**src/rtl/apb_master_arbiter.sv**
```systemverilog
// apb_master_arbiter
//   Shares one APB3 master port between NREQ local requesters. A round-robin
//   arbiter picks the next owner, latches its address/direction/write data,
//   and runs the APB SETUP/ACCESS handshake. The address is decoded into a
//   16-bit one-hot PSEL. PREADY wait states are honoured, PSLVERR is
//   reported, and a watchdog force-completes a transfer with an error after
//   TIMEOUT consecutive PREADY-low ACCESS cycles (TIMEOUT = 0 disables it).
//
// Ports
//   PCLK, PRESETN            clock (rising edge), async active-low reset
//   REQ/REQ_WRITE            per-requester request level and direction
//   REQ_ADDR/REQ_WDATA       per-requester address and write data, 32 bits each
//   GNT                      one-hot owner of the transfer in flight
//   ACK                      one-cycle completion pulse to the owner
//   RDATA/ERR                completion data and error, valid with ACK
//   PADDR/PSEL/PENABLE/
//   PWRITE/PWDATA            APB request outputs (all registered)
//   PRDATA/PREADY/PSLVERR    APB response inputs

module apb_master_arbiter #(
  parameter int NREQ     = 4,
  parameter int TIMEOUT  = 256,
  parameter int SLOT_LSB = 24
) (
  input  logic               PCLK,
  input  logic               PRESETN,
  input  logic [NREQ-1:0]    REQ,
  input  logic [NREQ-1:0]    REQ_WRITE,
  input  logic [NREQ*32-1:0] REQ_ADDR,
  input  logic [NREQ*32-1:0] REQ_WDATA,
  output logic [NREQ-1:0]    GNT,
  output logic [NREQ-1:0]    ACK,
  output logic [31:0]        RDATA,
  output logic               ERR,
  output logic [31:0]        PADDR,
  output logic [15:0]        PSEL,
  output logic               PENABLE,
  output logic               PWRITE,
  output logic [31:0]        PWDATA,
  input  logic [31:0]        PRDATA,
  input  logic               PREADY,
  input  logic               PSLVERR
);

  localparam int PW   = $clog2(NREQ);
  localparam int WD_W = (TIMEOUT > 1) ? $clog2(TIMEOUT + 1) : 1;

  typedef enum logic [1:0] {
    S_IDLE,
    S_SETUP,
    S_ACCESS,
    S_DONE
  } state_t;

  state_t          state;
  state_t          state_next;
  logic [PW-1:0]   ptr;
  logic [PW-1:0]   owner;
  logic [PW-1:0]   pick_idx;
  logic            pick_valid;
  logic [31:0]     pick_addr;
  logic [31:0]     pick_wdata;
  logic [3:0]      pick_slot;
  logic [WD_W-1:0] wd_cnt;
  logic            wd_expire;

  // Round-robin pick: scan downward from the farthest candidate so that the
  // last hit written is the first set bit at or after the pointer (with wrap).
  always_comb begin
    pick_valid = 1'b0;
    pick_idx   = '0;
    for (int i = NREQ - 1; i >= 0; i--) begin
      if (REQ[(int'(ptr) + i) % NREQ]) begin
        pick_valid = 1'b1;
        pick_idx   = PW'((int'(ptr) + i) % NREQ);
      end
    end
  end

  always_comb begin
    pick_addr  = REQ_ADDR[32*int'(pick_idx) +: 32];
    pick_wdata = REQ_WDATA[32*int'(pick_idx) +: 32];
    pick_slot  = pick_addr[SLOT_LSB +: 4];
  end

  // Watchdog fires on the TIMEOUT-th consecutive PREADY-low ACCESS cycle;
  // the counter holds the number of low cycles already seen.
  always_comb begin
    wd_expire = 1'b0;
    if (TIMEOUT != 0) begin
      wd_expire = !PREADY && (wd_cnt == WD_W'(TIMEOUT - 1));
    end
  end

  always_ff @(posedge PCLK or negedge PRESETN) begin
    if (!PRESETN) begin
      state <= S_IDLE;
    end else begin
      state <= state_next;
    end
  end

  always_comb begin
    state_next = state;
    unique case (state)
      S_IDLE:   if (pick_valid) state_next = S_SETUP;
      S_SETUP:  state_next = S_ACCESS;
      S_ACCESS: if (PREADY || wd_expire) state_next = S_DONE;
      S_DONE:   state_next = S_IDLE;
      default:  state_next = S_IDLE;
    endcase
  end

  // Registered datapath and APB outputs. ACK defaults low each cycle so it
  // is high only in the DONE cycle that follows a completion.
  always_ff @(posedge PCLK or negedge PRESETN) begin
    if (!PRESETN) begin
      GNT     <= '0;
      ACK     <= '0;
      RDATA   <= '0;
      ERR     <= 1'b0;
      PADDR   <= '0;
      PSEL    <= '0;
      PENABLE <= 1'b0;
      PWRITE  <= 1'b0;
      PWDATA  <= '0;
      owner   <= '0;
      ptr     <= '0;
      wd_cnt  <= '0;
    end else begin
      ACK <= '0;
      unique case (state)
        S_IDLE: begin
          if (pick_valid) begin
            owner  <= pick_idx;
            GNT    <= NREQ'(1) << pick_idx;
            PADDR  <= pick_addr;
            PWRITE <= REQ_WRITE[pick_idx];
            PWDATA <= pick_wdata;
            PSEL   <= 16'(1) << pick_slot;
          end
        end
        S_SETUP: begin
          PENABLE <= 1'b1;
        end
        S_ACCESS: begin
          if (PREADY || wd_expire) begin
            RDATA   <= (PREADY && !PWRITE) ? PRDATA : 32'd0;
            ERR     <= PREADY ? PSLVERR : 1'b1;
            ACK     <= GNT;
            GNT     <= '0;
            PSEL    <= '0;
            PENABLE <= 1'b0;
            wd_cnt  <= '0;
          end else if (TIMEOUT != 0) begin
            wd_cnt <= wd_cnt + 1'b1;
          end
        end
        S_DONE: begin
          ptr <= (owner == PW'(NREQ - 1)) ? '0 : owner + 1'b1;
        end
        default: ;
      endcase
    end
  end

endmodule

```
**config.mk**
```make
export PLATFORM = sky130hd
export DESIGN_NAME = apb_master_arbiter
export DESIGN_NICKNAME = d
export VERILOG_FILES = /design/src/rtl/apb_master_arbiter.sv
export SDC_FILE = /design/constraint.sdc
export NUM_CORES = 1
export LEC_CHECK = 0
export CORE_AREA = 2 2 164 166
export DETAILED_ROUTE_END_ITERATION = 10
export DIE_AREA = 0 0 166 168
export PLACE_DENSITY = 0.7
export RECOVER_POWER = 100
export SYNTH_ARGS = -nofsm -noshare
export SYNTH_HDL_FRONTEND = slang
export SYNTH_SLANG_ARGS = --single-unit
```
**constraint.sdc**
```tcl
create_clock -name PCLK -period 2.4 [get_ports PCLK]
set_clock_uncertainty 0.1 [all_clocks]
set_input_delay 0.48 -clock PCLK [delete_from_list [all_inputs] [get_ports PCLK]]
set_output_delay 0.48 -clock PCLK [all_outputs]
set_load 0.02 [all_outputs]
```
Yosys cells after proc, flatten, opt, wreduce, memory -nomap -nowiden
Index checks and enable logic that the tools add are counted.
{"block": "totals", "regBits": 138, "inputBits": 300, "out_inout_bits": 123, "elab_cells": 91}
{"block": "op_classes", "n_addsub": 5, "order_cmp": 5, "eq_ne": 7, "shift": 4, "muxes": 38, "bitwise": 3, "n_reduce_logical": 16}
{"operator": "variable part select 128 x 8 -> 32 bit", "n": 2}
{"operator": "two-way mux 16 bit", "n": 2}
{"operator": "two-way mux 32 bit", "n": 1}
{"operator": "case mux 16 bit (2 select lines)", "n": 1}
{"operator": "two-way mux 4 bit", "n": 4}
{"operator": "left shift 1 x 4 -> 16 bit, first input constant", "n": 1}
{"operator": "two-way mux 1 bit", "n": 14}
{"operator": "two-way mux 2 bit", "n": 7}
{"operator": "less-than comparator 3 x 4 -> 1 bit, second input constant", "n": 3}
{"operator": "binary-select mux 1 bit (select 2 bit)", "n": 5}
{"operator": "adder 9 x 1 -> 9 bit, second input constant", "n": 1}
{"operator": "equality test 9 x 8 -> 1 bit, second input constant", "n": 1}
{"operator": "two-way mux 9 bit", "n": 1}
{"operator": "case mux 2 bit (4 select lines)", "n": 1}
{"operator": "case mux 4 bit (2 select lines)", "n": 1}
{"operator": "AND reduction 2 bit", "n": 4}
{"operator": "equality test 2 bit, second input constant", "n": 3}
{"operator": "less-than comparator 2 x 3 -> 1 bit, second input constant", "n": 2}
{"operator": "OR reduction 2 bit", "n": 3}
{"operator": "adder 2 x 1 -> 2 bit, second input constant", "n": 2}
{"operator": "adder 2 bit, second input constant", "n": 2}
{"operator": "!= test 2 bit, second input constant", "n": 2}
{"operator": "nonzero test 2 bit", "n": 2}
{"operator": "left shift 1 x 2 -> 4 bit, first input constant", "n": 1}
{"operator": "8 further kinds", "n": 12}

Longest topological paths before layout
Gate-level depths: netlist (run 1).
{"block": "logic_depth", "ltp_word": 14, "depth_mapped": 11, "mapped_depth_nobuf": 10}

Least setup slack after synthesis (run 1)
Ideal clock, no wire load.
{"block": "synth_path", "kind": "in2reg", "startpoint": "in REQ[0]", "endpoint": "reg PSEL[6]", "setup_ps": 110, "arrival_ps": 2051, "required_time_ps": 2190, "setup_slack_ps": 139, "path_stages": 7, "path_buffers": 2, "path_cell_list": "buf_4 > nor2b_1 > o21a_1 > nor2_2 > buf_2 > mux2_2 > o41ai_1"}
{"block": "synth_between", "elab_chain_cells": 11, "word_cells_on_any_way": 25, "cone_classes": "eq/ne: 1; shift: 2; mux: 21; reduce/logical: 1"}
{"element": "start, declared", "line": "27", "text": "input logic [NREQ-1:0] REQ,"}
{"element": "binary-select mux 1 bit (select 2 bit)", "line": "73", "text": "if (REQ[(int'(ptr) + i) % NREQ]) begin"}
{"element": "two-way mux 1 bit (not written as such) (2 in series)", "line": "73"}
{"element": "two-way mux 2 bit (4 in series)", "line": "73"}
{"element": "variable part select 128 x 8 -> 32 bit", "line": "81", "text": "pick_addr = REQ_ADDR[32*int'(pick_idx) +: 32];"}
{"element": "left shift 1 x 4 -> 16 bit", "line": "140", "text": "PSEL <= 16'(1) << pick_slot;"}
{"element": "two-way mux 16 bit", "line": "134", "text": "if (pick_valid) begin"}
{"element": "case mux 16 bit (2 select lines)", "line": "132", "text": "unique case (state)"}
{"element": "end signal, assigned", "line": "140"}
{"element": "end, declared", "line": "36", "text": "output logic [15:0] PSEL,"}
Several ways; a longest one is shown, not always the timed one. The select of a mux whose other input is x is not followed.
A chain may end at the register's enable or synchronous reset.

Worst setup path in the final report (run 1)
{"block": "layout_path", "startpoint": "reg ptr[1]", "endpoint": "reg PSEL[6]"}
{"block": "layout_between", "elab_chain_cells": 12, "word_cells_on_any_way": 28, "cone_classes": "add/sub: 3; eq/ne: 1; shift: 2; mux: 21; reduce/logical: 1"}
{"element": "start, declared", "line": "57", "text": "logic [PW-1:0] ptr;"}
{"element": "start signal, assigned", "line": "160", "text": "ptr <= (owner == PW'(NREQ - 1)) ? '0 : owner + 1'b1;"}
{"element": "adder 2 bit", "line": "73, 75"}
{"element": "binary-select mux 1 bit (select 2 bit)", "line": "73"}
{"element": "two-way mux 1 bit (not written as such) (2 in series)", "line": "73"}
{"element": "two-way mux 2 bit (4 in series)", "line": "73"}
{"element": "variable part select 128 x 8 -> 32 bit", "line": "81"}
{"element": "left shift 1 x 4 -> 16 bit", "line": "140"}
{"element": "two-way mux 16 bit", "line": "134"}
{"element": "case mux 16 bit (2 select lines)", "line": "132"}
Several ways; a longest one is shown, not always the timed one. The select of a mux whose other input is x is not followed.

==> results of run 1 <==
timing repair:
action                                  CTS  global route
hold buffers                              1             0
pin swaps                                 0             1
endpoints found under the hold margin    32             0
cloned                                    0             1
gates resized for setup                   4            14
endpoints found under the setup margin   21            67
final cells by class:
type	instances	area, um2	share of cell area
Antenna cell	8	20.0	0.00151
Clock buffer	19	443	0.0335
Clock inverter	13	133	0.0100
Inverter	7	26.3	0.00198
Multi-Input combinational cell	550	3860	0.292
Sequential cell	138	3450	0.261
Tap cell	341	427	0.0322
Timing Repair Buffer	493	4880	0.369
cells by family after synthesis:
group / synth area share
and+or+nand+nor: 0.118
AOI/OAI and AO/OA: 0.144
muxes: 0.221
DFF: 0.460
buffers and inverters: 0.0392
adders and majority gates: 0.0133
xor gates and xnor gates: 0.00467
synth_stat cells (5+ instances only):
library cell / instances / share of area
mux2i_1: 94 / 0.13
inv_1: 7 / 0.0035
nand2_1: 159 / 0.080
clkbuf_1: 30 / 0.015
o31ai_1: 8 / 0.0080
mux2_2: 64 / 0.096
buf_4: 11 / 0.011
a222oi_1: 18 / 0.024
and2_1: 9 / 0.0075
dfrtp_1: 138 / 0.46
buf_2: 7 / 0.0047
a21oi_1: 5 / 0.0033
o21ai_0: 116 / 0.077
nor2_1: 14 / 0.0070
ha_1: 8 / 0.013
nand3_1: 7 / 0.0047
worst max-delay path by stage:
stage,endpoint,start,depth (start not counted)
after detailed placement,PSEL[3],REQ[1],8
after global placement,PWDATA[28],REQ[1],10
final,PSEL[6],ptr[1],6
after CTS,PSEL[4],REQ[0],8
after floorplan,PSEL[6],REQ[0],7
after global routing,PSEL[10],ptr[1],7
layer usage:
metal	vias to the layer above	wire (um)	part of all wire
met3	33	2670	0.090
met2	320	14800	0.50
li1	3615	-	-
met1	3507	11600	0.39
met5	-	0	0
met4	0	544	0.018
through the flow:
stage / hold WS, ns / TNS, ns / instance area (um2) / std cells / utilization
after floorplan: 0.0844 / 0 / 7500 / 749 / -
after global placement: 0.316 / -28.26 / 12600 / 1527 / 0.479
after detailed placement: 0.317 / -32.27 / 12600 / 1527 / 0.479
after CTS: 0.385 / 0 / 13200 / 1560 / 0.502
after global routing: 0.403 / -0.0251 / 13200 / 1567 / 0.502
final: 0.370 / 0 / 13200 / 1569 / 0.503
worst max-delay path, stage by stage, from the launching register on:
cell     delay, ns
dfrtp_1       0.43
mux2i_1       0.33
o22a_2        0.26
nand2_8       0.09
mux2i_1       0.15
mux2_1        0.47
o41ai_1       0.37
flip-flops by register name, summed over array words and instances (netlist names):
name and flops:
GNT 4, owner 2, wd_cnt 9, ACK 4, PADDR 32, ptr 2
PWDATA 32, ERR 1, state 2, RDATA 32, PWRITE 1, PENABLE 1
PSEL 16
power groups by stage:
stage          clock network (mW)  logic (mW)  registers (mW)
6_report                     2.61        7.85            3.85
5_1_grt                      2.78        8.50            3.97
4_1_cts                      2.69        8.20            3.90
3_5_place_dp                    0        8.16            3.92
3_3_place_gp                    0        8.05            3.90
2_1_floorplan                   0        3.16            4.90
==> results.sh, run 1 <==
export IMPL_place_gp_congestion=0.834
export IMPL_synthArstFlopShare=1.00
export IMPL_cp_max_fo=9
export IMPL_die_x_um=166
export IMPL_io_buffers=422
export IMPL_worst_slew_pin_slew_ns=0.942
export IMPL_synth_warnings=0
export IMPL_path_class="register to register"
export IMPL_grt_usage=0.204
export IMPL_synthCells=749
export IMPL_grt_pass1_vias=7587
export IMPL_nNetsFinal=1515
export IMPL_grt_max_degree=82
export IMPL_ios=423
export IMPL_period_needed_ns=2.30
export IMPL_root_buffer="clkbuf_16"
export IMPL_power_switching_mw=5.89
export IMPL_maxCapViolations=0
export IMPL_wl_per_cell_um=18.9
export IMPL_worstPathRequired_ns=2.60
export IMPL_r2r_setup_slack_ns=0.1
export IMPL_drc_errors=0
export IMPL_numCtsBuffers=17
export IMPL_yosysSeqAreaShare=0.460
export IMPL_drtPass1Iterations=5
export IMPL_worst_r2r_path_depth=6
export IMPL_vias=7475
export IMPL_p_seq_frac=0.269
export IMPL_ant_nets=0
export IMPL_syn_to_final_growth_pct=76.4
export IMPL_clockBufferDepth=2
export IMPL_hold_path_depth=2
export IMPL_hold_class="register to register"
export IMPL_mostFrequentLayoutCells="clkdlybuf4s50_1, nand2_1, dfrtp_1"
export IMPL_fill_cells=2473
export IMPL_cts_num_sinks=138
export IMPL_cp_data_arrival_time_ns=2.50
export IMPL_die_h_um=168
export IMPL_p_leak_nw=5.99
export IMPL_setup_ws_ns=0.0998
export IMPL_power_density_nw_per_um2=1080
export IMPL_antenna_found_initial=8
export IMPL_clkTransAtPathRegs_ns=0.06
export IMPL_drt_initial_drc_count=421
export IMPL_grt_busiest_layer="met2"
export IMPL_hold_viol_final=0
export IMPL_r2r_start="ptr[1]"
export IMPL_grt_util_met3=0.0757
export IMPL_endpoint_kind="register"
export IMPL_internal_power_mw=8.42
export IMPL_r2r_end="PSEL[6]"
export IMPL_pwr_share_comb=0.548
export IMPL_crit_path_start_kind="register"
export IMPL_final_period_utilization=0.958
export IMPL_syn_nets=1057
export IMPL_cts_tree="yes"
export IMPL_swShare=0.412
export IMPL_grt_overflow_total=0
export IMPL_fp_coreArea_um2=26400
export IMPL_grt_pass1_wl_um=43800
export IMPL_synthDistinctLibCells=44
export IMPL_viasPerCell=4.76
export IMPL_htreeDepth=4
export IMPL_drive_above_1_share=0.147
export IMPL_dp_hpwl_um=23000
export IMPL_setup_viol=0
export IMPL_syn_area_um2=7500
export IMPL_synth_edf_count=0
export IMPL_slew_viol_final=0
export IMPL_ys_seq_elements=138
export IMPL_row_count=60
export IMPL_post_synth_cell_area_avg_um2=10.0
export IMPL_met1_usage=0.239
export IMPL_ir_drop_uv=575
export IMPL_worstHoldStart="RDATA[25]"
export IMPL_cts_setup_buffers=0
export IMPL_status="complete, no violations"
export IMPL_die_area_um2=27900
export IMPL_power_mw=14.3
export IMPL_clkLatencyLatePin_ns=0.41
export IMPL_pre_cts_slack_ns=-0.519
export IMPL_final_common_cell="clkdlybuf4s50_1"
export IMPL_start_util=0.285
export IMPL_synthFlopType="dfrtp_1"
export IMPL_slew_limit_headroom=0.372
export IMPL_clock_power_share=0.183
export IMPL_max_freq_ghz=0.435
export IMPL_min_to="RDATA[25]"
export IMPL_drt_wl_total_um=29600
export IMPL_grtUsageMet2=0.347
(Power assumes the default switching activity.)
==> inputs of run 2 (changes only) <==
Settings changed: ABC_CLOCK_PERIOD_IN_PS set to 2800, CORE_AREA 2 2 164 166 to 2 2 163 165, DIE_AREA 0 0 166 168 to 0 0 165 167, PLACE_DENSITY 0.7 to 0.71.
Clock period 2.4 ns to 2.8 ns, I/O delays scaled along.
==> results.sh, run 2 (synthesis gave the netlist of run 1 again) <==
export IMPL_status="complete, no violations"
export IMPL_rsz0062_at_grt="no"
export IMPL_drt_wl_total_um=29100
export IMPL_power_density_nw_per_um2=911
export IMPL_drc_errors=0
export IMPL_clkLatencyLatePin_ns=0.41
export IMPL_grt_pass1_vias=7559
export IMPL_die_h_um=167
export IMPL_slew_limit_headroom=0.128
export IMPL_endpoint_kind="register"
export IMPL_grt_pass1_wl_um=42700
export IMPL_hold_viol_final=0
export IMPL_drtPass1Iterations=5
export IMPL_antenna_found_initial=7
export IMPL_cp_data_arrival_time_ns=2.89
export IMPL_worst_slew_pin_slew_ns=1.31
export IMPL_mostFrequentLayoutCells="clkdlybuf4s50_1, nand2_1, dfrtp_1"
export IMPL_ios=423
export IMPL_power_mw=11.8
export IMPL_crit_path_start_kind="input port"
export IMPL_power_switching_mw=4.86
export IMPL_fp_coreArea_um2=25800
export IMPL_die_x_um=165
export IMPL_worstPathRequired_ns=3.03
export IMPL_final_common_cell="clkdlybuf4s50_1"
export IMPL_clock_power_share=0.177
export IMPL_setup_ws_ns=0.136
export IMPL_cts_tree="yes"
export IMPL_slew_viol_final=0
export IMPL_fill_cells=2341
export IMPL_hold_class="input port to async pin"
export IMPL_nNetsFinal=1499
export IMPL_path_class="input port to register"
export IMPL_final_setup_tns_ns=0
export IMPL_cts_num_sinks=138
export IMPL_swShare=0.414
export IMPL_largestRegisters="PADDR x32, PWDATA x32, RDATA x32"
export IMPL_start_util=0.291
export IMPL_io_buffers=422
export IMPL_vias=7394
export IMPL_p_seq_frac=0.281
export IMPL_drt_initial_drc_count=485
export IMPL_pre_cts_slack_ns=-0.265
export IMPL_root_buffer="clkbuf_16"
export IMPL_whs_ns=0.328
export IMPL_drive_above_1_share=0.129
export IMPL_numCtsBuffers=17
export IMPL_ant_nets=0
export IMPL_dpl_cell_area_um2=12500
export IMPL_p_leak_nw=5.81
export IMPL_design_area_um2=12900
export IMPL_grt_max_degree=83
export IMPL_worst_r2r_path_depth=7
export IMPL_row_count=59
export IMPL_dp_hpwl_um=23100
export IMPL_syn_to_final_growth_pct=71.8
export IMPL_ir_drop_uv=495
export IMPL_place_gp_congestion=0.853
export IMPL_maxCapViolations=0
export IMPL_final_period_utilization=0.951
export IMPL_die_area_um2=27600
export IMPL_grt_overflow_total=0
export IMPL_setup_viol=0
export IMPL_cp_max_fo=30
export IMPL_grt_usage=0.205
export IMPL_period_needed_ns=2.66
export IMPL_cts_resized=0
export IMPL_htreeDepth=4
export IMPL_hold_buffers=0
export IMPL_internal_power_mw=6.89
export IMPL_wl_per_cell_um=18.8
export IMPL_pwr_share_comb=0.542
export IMPL_clockBufferDepth=2
export IMPL_clkTransAtPathRegs_ns=0.06
export IMPL_max_freq_ghz=0.375
export IMPL_cts_setup_buffers=0
export IMPL_viasPerCell=4.80
run 2: cell types whose count changed in the layout (fill, tap and decap cells not counted), sizes merged:
cell,change
bufinv,-1
dlygate4sd3,-1
dlymetal6s2s,-4
buf,-6
diode,-4
clkbuf,-8
inv,-2
clkinv,+1
clkdlybuf4s50,+4
run 2: per-layer routing:
layer | wire [um] | track usage | vias up
met2 | 14600 | 0.352 | 309
met3 | 2700 | 0.0735 | 33
met5 | 40 | 0 | -
li1 | - | - | 3573
met1 | 11200 | 0.236 | 3473
met4 | 488 | 0.0688 | 6
run 2: per-stage QoR:
stage | instances | util
finish | 1542 | 0.501
global route | 1542 | 0.501
CTS | 1538 | 0.504
detailed placement | 1507 | 0.483
global placement | 1507 | 0.483
floorplan | 749 | -
run 2: critical path, stage by stage:
cell             delay, ns
clkdlybuf4s50_1       0.56
a21boi_1              0.23
o22a_1                0.30
nand2_8               0.12
buf_12                0.20
clkbuf_4              0.31
mux2i_1               0.17
mux2_2                0.27
o21ai_0               0.16
run 2: power groups by stage:
| stage | logic (mW) | clock network (mW) | registers (mW) |
|---|---|---|---|
| after detailed placement | 6.79 | 0 | 3.36 |
| after floorplan | 2.71 | 0 | 4.20 |
| after global placement | 6.69 | 0 | 3.34 |
| after global routing | 6.92 | 2.24 | 3.40 |
| final | 6.37 | 2.09 | 3.30 |
| after CTS | 6.79 | 2.14 | 3.35 |
run 2: path summary, 6_finish.rpt:
kind	start	slack, ns	to
setup / recovery	REQ[1]	0.14	PADDR[29]
hold / removal	PRESETN	0.33	PADDR[0]
setup reg to reg	state[0]	0.28	PSEL[2]
hold reg to reg	PADDR[19]	0.37	PADDR[19]
max in group asynchronous	PRESETN	0.53	RDATA[18]
min in group PCLK	PADDR[19]	0.37	PADDR[19]
run 2: area by class of cell:
type / count / area [um2] / share of cell area
clock buffer: 20 / 447 / 0.0346
tap: 335 / 419 / 0.0325
antenna: 4 / 10.0 / 0.000776
sequential: 138 / 3450 / 0.268
timing repair buffer: 477 / 4670 / 0.362
inverter: 7 / 26.3 / 0.00204
clock inverter: 11 / 88.8 / 0.00689
multi-input combinational: 550 / 3790 / 0.294
